File: config.mk
export PLATFORM = sky130hd
export DESIGN_NAME = hilo_muldiv_unit
export DESIGN_NICKNAME = d
export VERILOG_FILES = /design/src/rtl/hilo_muldiv_unit_pkg.sv /design/src/rtl/hilo_muldiv_unit_div_radix2.sv /design/src/rtl/hilo_muldiv_unit.sv
export SDC_FILE = /design/constraint.sdc
export NUM_CORES = 2
export LEC_CHECK = 0
export ABC_CLOCK_PERIOD_IN_PS = 12300
export CAP_MARGIN = 20
export CORE_ASPECT_RATIO = 0.8
export CORE_MARGIN = 2
export CORE_UTILIZATION = 32
export CTS_CLUSTER_SIZE = 24
export DETAILED_ROUTE_END_ITERATION = 16
export PLACE_DENSITY = 0.45
export SLEW_MARGIN = 15
export SYNTH_ARGS = -nofsm -noshare
export SYNTH_HDL_FRONTEND = slang
export SYNTH_SLANG_ARGS = --single-unit
export TNS_END_PERCENT = 1
File: constraint.sdc
create_clock -name clk -period 12.3 [get_ports clk]
set_clock_uncertainty 0.2 [all_clocks]
set_input_delay 2.46 -clock clk [delete_from_list [all_inputs] [get_ports clk]]
set_output_delay 2.46 -clock clk [all_outputs]
set_load 0.02 [all_outputs]
File: src/rtl/hilo_muldiv_unit_pkg.sv
// Shared encodings for the HI/LO multiply/divide unit: ALU control codes,
// FSM states and arithmetic helpers.
package hilo_muldiv_unit_pkg;

  localparam logic [5:0] MFHI_CONTROL  = 6'b010000;
  localparam logic [5:0] MTHI_CONTROL  = 6'b010001;
  localparam logic [5:0] MFLO_CONTROL  = 6'b010010;
  localparam logic [5:0] MTLO_CONTROL  = 6'b010011;
  localparam logic [5:0] MULT_CONTROL  = 6'b011000;
  localparam logic [5:0] MULTU_CONTROL = 6'b011001;
  localparam logic [5:0] DIV_CONTROL   = 6'b011010;
  localparam logic [5:0] DIVU_CONTROL  = 6'b011011;

  localparam int MUL_LAT_DEFAULT = 2;

  typedef enum logic [1:0] {
    ST_IDLE = 2'd0,
    ST_MUL  = 2'd1,
    ST_DIV  = 2'd2,
    ST_DONE = 2'd3
  } state_t;

  function automatic logic is_muldiv(input logic [5:0] op);
    return (op == MULT_CONTROL) || (op == MULTU_CONTROL) ||
           (op == DIV_CONTROL)  || (op == DIVU_CONTROL);
  endfunction

  // Sign-extend only for signed ops so one 64-bit multiply covers both.
  function automatic logic [63:0] mul64(input logic [31:0] x, input logic [31:0] y,
                                        input logic sgn);
    logic [63:0] xe;
    logic [63:0] ye;
    xe = {{32{sgn & x[31]}}, x};
    ye = {{32{sgn & y[31]}}, y};
    return xe * ye;
  endfunction

  function automatic logic [31:0] abs32(input logic [31:0] x, input logic sgn);
    return (sgn & x[31]) ? (32'd0 - x) : x;
  endfunction

endpackage

File: src/rtl/hilo_muldiv_unit_div_radix2.sv
// 32-cycle restoring unsigned divider. quotient/remainder present the result of
// the step being taken this cycle, so they are final while done is high.
module hilo_muldiv_unit_div_radix2 (
  input  logic        clk,
  input  logic        resetn,
  input  logic        start,
  input  logic        cancel,
  input  logic [31:0] dividend,
  input  logic [31:0] divisor,
  output logic        busy,
  output logic        done,
  output logic [31:0] quotient,
  output logic [31:0] remainder
);

  logic        busy_r;
  logic [4:0]  cnt_r;
  logic [31:0] quo_r;
  logic [31:0] rem_r;
  logic [31:0] dvs_r;
  logic [33:0] trial_s;
  logic [31:0] quo_next_s;
  logic [31:0] rem_next_s;

  // One restoring step: shift in the next dividend bit and try to subtract.
  always_comb begin
    trial_s = {1'b0, rem_r, quo_r[31]} - {2'b00, dvs_r};
    if (trial_s[33]) begin
      rem_next_s = {rem_r[30:0], quo_r[31]};
      quo_next_s = {quo_r[30:0], 1'b0};
    end else begin
      rem_next_s = trial_s[31:0];
      quo_next_s = {quo_r[30:0], 1'b1};
    end
  end

  // Iteration registers; the dividend shifts out as quotient bits shift in.
  always_ff @(posedge clk) begin
    if (!resetn) begin
      busy_r <= 1'b0;
      cnt_r  <= 5'd0;
      quo_r  <= 32'd0;
      rem_r  <= 32'd0;
      dvs_r  <= 32'd0;
    end else if (cancel) begin
      busy_r <= 1'b0;
      cnt_r  <= 5'd0;
    end else if (start) begin
      busy_r <= 1'b1;
      cnt_r  <= 5'd0;
      quo_r  <= dividend;
      rem_r  <= 32'd0;
      dvs_r  <= divisor;
    end else if (busy_r) begin
      quo_r  <= quo_next_s;
      rem_r  <= rem_next_s;
      cnt_r  <= cnt_r + 5'd1;
      busy_r <= (cnt_r != 5'd31);
    end
  end

  assign busy      = busy_r;
  assign done      = busy_r && (cnt_r == 5'd31);
  assign quotient  = quo_next_s;
  assign remainder = rem_next_s;

endmodule

File: src/rtl/hilo_muldiv_unit.sv
// E-stage HI/LO unit: multi-cycle MULT/MULTU/DIV/DIVU with stall to the hazard
// unit, plus MTHI/MTLO writes and MFHI/MFLO read mux.
module hilo_muldiv_unit
  import hilo_muldiv_unit_pkg::*;
#(
  parameter int MUL_LAT  = MUL_LAT_DEFAULT,
  parameter int DIV_ITER = 32
) (
  input  logic        clk,
  input  logic        resetn,
  input  logic [5:0]  alucontrol,
  input  logic        start,
  input  logic        flush,
  input  logic [31:0] a,
  input  logic [31:0] b,
  output logic        stall_o,
  output logic        done_o,
  output logic [31:0] hi_o,
  output logic [31:0] lo_o,
  output logic [31:0] mf_data_o
);

  state_t      state_r;
  logic [4:0]  cnt_r;
  logic [31:0] hi_r;
  logic [31:0] lo_r;
  logic        done_r;
  logic [63:0] prod_r;
  logic        q_neg_r;
  logic        r_neg_r;

  logic        accept_s;
  logic        is_mul_s;
  logic        sgn_s;
  logic        div_busy_s;
  logic        div_done_s;
  logic [31:0] div_q_s;
  logic [31:0] div_r_s;

  assign accept_s = (state_r == ST_IDLE) && start && !flush && is_muldiv(alucontrol);
  assign is_mul_s = (alucontrol == MULT_CONTROL) || (alucontrol == MULTU_CONTROL);
  assign sgn_s    = (alucontrol == MULT_CONTROL) || (alucontrol == DIV_CONTROL);
  assign stall_o  = accept_s || (state_r == ST_MUL) || (state_r == ST_DIV);

  hilo_muldiv_unit_div_radix2 u_div (
    .clk       (clk),
    .resetn    (resetn),
    .start     (accept_s && !is_mul_s),
    .cancel    (flush),
    .dividend  (abs32(a, sgn_s)),
    .divisor   (abs32(b, sgn_s)),
    .busy      (div_busy_s),
    .done      (div_done_s),
    .quotient  (div_q_s),
    .remainder (div_r_s)
  );

  // Control FSM, HI/LO architectural state and the registered product.
  always_ff @(posedge clk) begin
    if (!resetn) begin
      state_r <= ST_IDLE;
      cnt_r   <= 5'd0;
      hi_r    <= 32'd0;
      lo_r    <= 32'd0;
      done_r  <= 1'b0;
      prod_r  <= 64'd0;
      q_neg_r <= 1'b0;
      r_neg_r <= 1'b0;
    end else if (flush) begin
      state_r <= ST_IDLE;
      done_r  <= 1'b0;
    end else begin
      case (state_r)
        ST_IDLE: begin
          done_r <= 1'b0;
          if (accept_s && is_mul_s) begin
            prod_r  <= mul64(a, b, sgn_s);
            cnt_r   <= 5'(MUL_LAT - 1);
            state_r <= ST_MUL;
          end else if (accept_s) begin
            q_neg_r <= sgn_s & (a[31] ^ b[31]);
            r_neg_r <= sgn_s & a[31];
            cnt_r   <= 5'(DIV_ITER - 1);
            state_r <= ST_DIV;
          end else if (start && (alucontrol == MTHI_CONTROL)) begin
            hi_r <= a;
          end else if (start && (alucontrol == MTLO_CONTROL)) begin
            lo_r <= a;
          end
        end
        ST_MUL: begin
          if (cnt_r == 5'd0) begin
            hi_r    <= prod_r[63:32];
            lo_r    <= prod_r[31:0];
            done_r  <= 1'b1;
            state_r <= ST_DONE;
          end else begin
            cnt_r <= cnt_r - 5'd1;
          end
        end
        ST_DIV: begin
          if ((cnt_r == 5'd0) && div_done_s) begin
            hi_r    <= r_neg_r ? (32'd0 - div_r_s) : div_r_s;
            lo_r    <= q_neg_r ? (32'd0 - div_q_s) : div_q_s;
            done_r  <= 1'b1;
            state_r <= ST_DONE;
          end else if ((cnt_r == 5'd0) || !div_busy_s) begin
            // Divider lost sync with the counter: drop the op rather than hang.
            state_r <= ST_IDLE;
          end else begin
            cnt_r <= cnt_r - 5'd1;
          end
        end
        ST_DONE: begin
          done_r  <= 1'b0;
          state_r <= ST_IDLE;
        end
        default: begin
          done_r  <= 1'b0;
          state_r <= ST_IDLE;
        end
      endcase
    end
  end

  // MFHI/MFLO read port for the E-stage result mux.
  always_comb begin
    case (alucontrol)
      MFHI_CONTROL: mf_data_o = hi_r;
      MFLO_CONTROL: mf_data_o = lo_r;
      default:      mf_data_o = 32'd0;
    endcase
  end

  assign done_o = done_r;
  assign hi_o   = hi_r;
  assign lo_o   = lo_r;

endmodule

==> results by group <==
Placed design
  – RePlAce Congestion: 0.889
  – Port Buffers: 171
  – Post-DP HPWL: 152,000 um

Synth
  – Register area share after synthesis: 8.88%
  – Cell variety after synth: 91
  – Synth warn: 0
  – Synth Instances: 6,358
  – Syn Nets: 7,814
  – Post-Syn Area per Cell: 8.51 um^2
  – Main synth FF type: dfxtp_1
  – FFs w/ async S/R, synth: 0%
  – Synth Cell Area: 0.0541 mm^2
  – Post-synth EDFFs: 0
  – Synth Register Bits: 240

Die
  – IO Count: 172
  – Core ar.: 0.167 mm^2
  – Die height: 372 um
  – Die area: 0.172 mm^2
  – Die X: 464 um
  – Initial core utilization: 32.3%
  – # rows: 134

STA
  – Least-Margin Pin Slew: 1090 ps
  – Post-route minimum period: 11,590 ps
  – Setup TNS: 0 ps
  – Slew Limit Fails: 0
  – Max Clk Rate: 86.3 MHz
  – Unrepaired setup endpoints after global routing: false
  – Period utilization: 94.3%
  – Slew margin rel.: 27.5%
  – Final hold violation count: 0
  – Setup violators final: 0

Route
  – TritonRoute pass-1 iters: 5
  – Via density: 4.99
  – Initial drt markers: 3,006
  – DRC: 0
  – Final WL: 187,000 um
  – Drt wl/cell: 21.8 um
  – Via count: 42,700
  – ANT nets after route: 0

Clock network
  – Clock transition at the registers of the reported paths: 70 ps
  – Clk root buf: clkbuf_16
  – CTS resizes: 0
  – Clock Latency Late Sink: 600 ps
  – CTS tree: done
  – H-tree lvl count: 1
  – Post-CTS setup buffers: 0
  – Clk sink count: 240
  – Max Buffers Root-to-Sink: 3
  – Total CTS buffers: 27
  – CTS Hold Bufs: 0

Global route
  – Initial antenna violation count: 16
  – Number of global-route vias before repair: 44,700
  – GRT Residual Overflow: 0
  – First-pass GRT wire length: 290,000 um
  – All-layer global routing usage: 22.0%
  – Largest net degree at the start of global routing: 93

Final layout
  – Number of fill cells: 17,700
  – Area growth, synth to finish: 8.86%
  – Multi-input gate area: 0.0433 mm^2
  – Reg area: 0.00480 mm^2
  – # nets final: 7,742
  – Layout cell share with drive strength beyond 1: 4.50%

Hold path
  – Hold Crit Class: reg2reg
  – Worst Hold Launch: prod_r[0]

Worst setup path
  – Setup CP Type: in2reg
  – Reg2reg start: u_div.dvs_r[1]
  – CP Capture Type: flop
  – Arr. time, crit path: 11,850 ps
  – CP max stage cell: clkdlybuf4s50_1
  – Worst reg2reg path depth: 19
  – CP peak stage delay: 1100 ps
  – Most Frequent Cell on Critical Path: fa_1
  – FF-to-FF setup slack: 5990 ps
  – Critical Path RT: 12,560 ps
  – Critical path launch point: b[4]
  – Crit path capture: prod_r[63]
  – Startpoint class of the critical path: input pin
  – Max FO, Critical Path: 17
  – R2R Path End: hi_o[26]

Job
  – Max-cap viol count: 0

Status
  – Outcome: finished, final reports clean
## area by class of cell
class	count	area share, %
flip-flops and latches	240	8.15
clock inverters	11	0.210
multi-input cells	4517	73.5
well taps	2244	4.76
inverters	1184	7.55
diodes	5	0.0212
clock buffers	38	1.30
repair buffers	316	4.45
## cells in the mapped netlist (17+ instances only)
library cell     n  area [um^2]
o31ai_1         29          218
nor4_1          21          131
mux2i_1         49          490
a21oi_1        163          816
nand3b_1        17          128
and3_1          32          200
or3_1           23          144
clkbuf_1       341         1280
o21ai_0        141          706
a31oi_1         22          138
nor2_1         239          897
dfxtp_1        240         4800
a211oi_1        31          233
o21a_1          30          225
a21boi_0        47          353
and2_1         397         2480
nor2b_1         50          313
fa_1          1126        22500
a21o_1          50          375
xor2_1          67          587
ha_1           256         3200
buf_1           60          225
inv_1         1180         4430
nand2b_1        28          175
nor3_1          47          235
nand2_1       1100         4130
o211a_1         52          521
o211ai_1        26          195
xnor2_1        121         1060
nand3_1         84          420
a311oi_1        35          307
## flip-flops by register name (all words and copies together) (netlist names)
signal and flops:
done_o 1, u_div.quo_r 32, u_div.cnt_r 5, cnt_r 5
u_div.dvs_r 32, q_neg_r 1, lo_o 32, state_r 2
r_neg_r 1, u_div.busy 1, prod_r 64, hi_o 32
u_div.rem_r 32
## worst min-delay path by stage
stage,cells after the start,to
final,2,prod_r[0]
after global routing,2,prod_r[28]
after CTS,2,prod_r[0]
after detailed placement,2,prod_r[0]
after global placement,2,prod_r[0]
after floorplan,2,u_div.dvs_r[31]
## cell usage in the layout (no fill, tap or decap), types with 84 or more instances in the layout
cell / netlist / layout
inv_1: 1180 / 1180
fa_1: 1126 / 1126
nand2_1: 1100 / 1097
and2_1: 397 / 398
ha_1: 256 / 253
dfxtp_1: 240 / 240
nor2_1: 239 / 237
a21oi_1: 163 / 163
buf_4: 1 / 142
o21ai_0: 141 / 141
clkdlybuf4s50_1: 0 / 127
xnor2_1: 121 / 121
nand3_1: 84 / 84
## per-layer routing
| layer | share of wire, % | up-vias | track usage, % |
|---|---|---|---|
| li1 | - | 19400 | - |
| met1 | 48 | 22300 | 32.9 |
| met2 | 46 | 927 | 35.7 |
| met3 | 4.3 | 135 | 1.56 |
| met4 | 1.6 | 2 | 2.67 |
| met5 | 0.0070 | - | 0 |
## through the flow
step / setup slack, ps / cell area [um^2] / utilization (%) / hold WS [ps] / std cells
2_1_floorplan: 1530 / 54100 / - / 241 / 6358
3_3_place_gp: 303 / 58000 / 34.7 / 256 / 8500
3_5_place_dp: 203 / 58000 / 34.7 / 258 / 8500
4_1_cts: 759 / 58900 / 35.2 / 267 / 8549
5_1_grt: 264 / 58900 / 35.2 / 297 / 8552
6_report: 706 / 58900 / 35.2 / 267 / 8555
## logic make-up after synthesis
group	count (synthesis)	share of synthesized area, %
flip-flops	240	8.88
multiplexers	54	1.03
AND/OR/NAND/NOR	2104	18.0
adder cells (fa/ha/maj)	1382	47.6
AO/OA/AOI/OAI	789	10.3
XOR/XNOR	188	3.04
buffers and inverters	1601	11.1
## critical path: cells and delay by family
| family | cells | cell delay, ps |
|---|---|---|
| simple gates | 6 | 760 |
| fa+ha+maj | 9 | 4440 |
| compound gates | 7 | 2270 |
| buf+inv | 6 | 1890 |
Power is not shown: default switching activity piles up to over one toggle a cycle in this logic, so the estimate is an artifact.
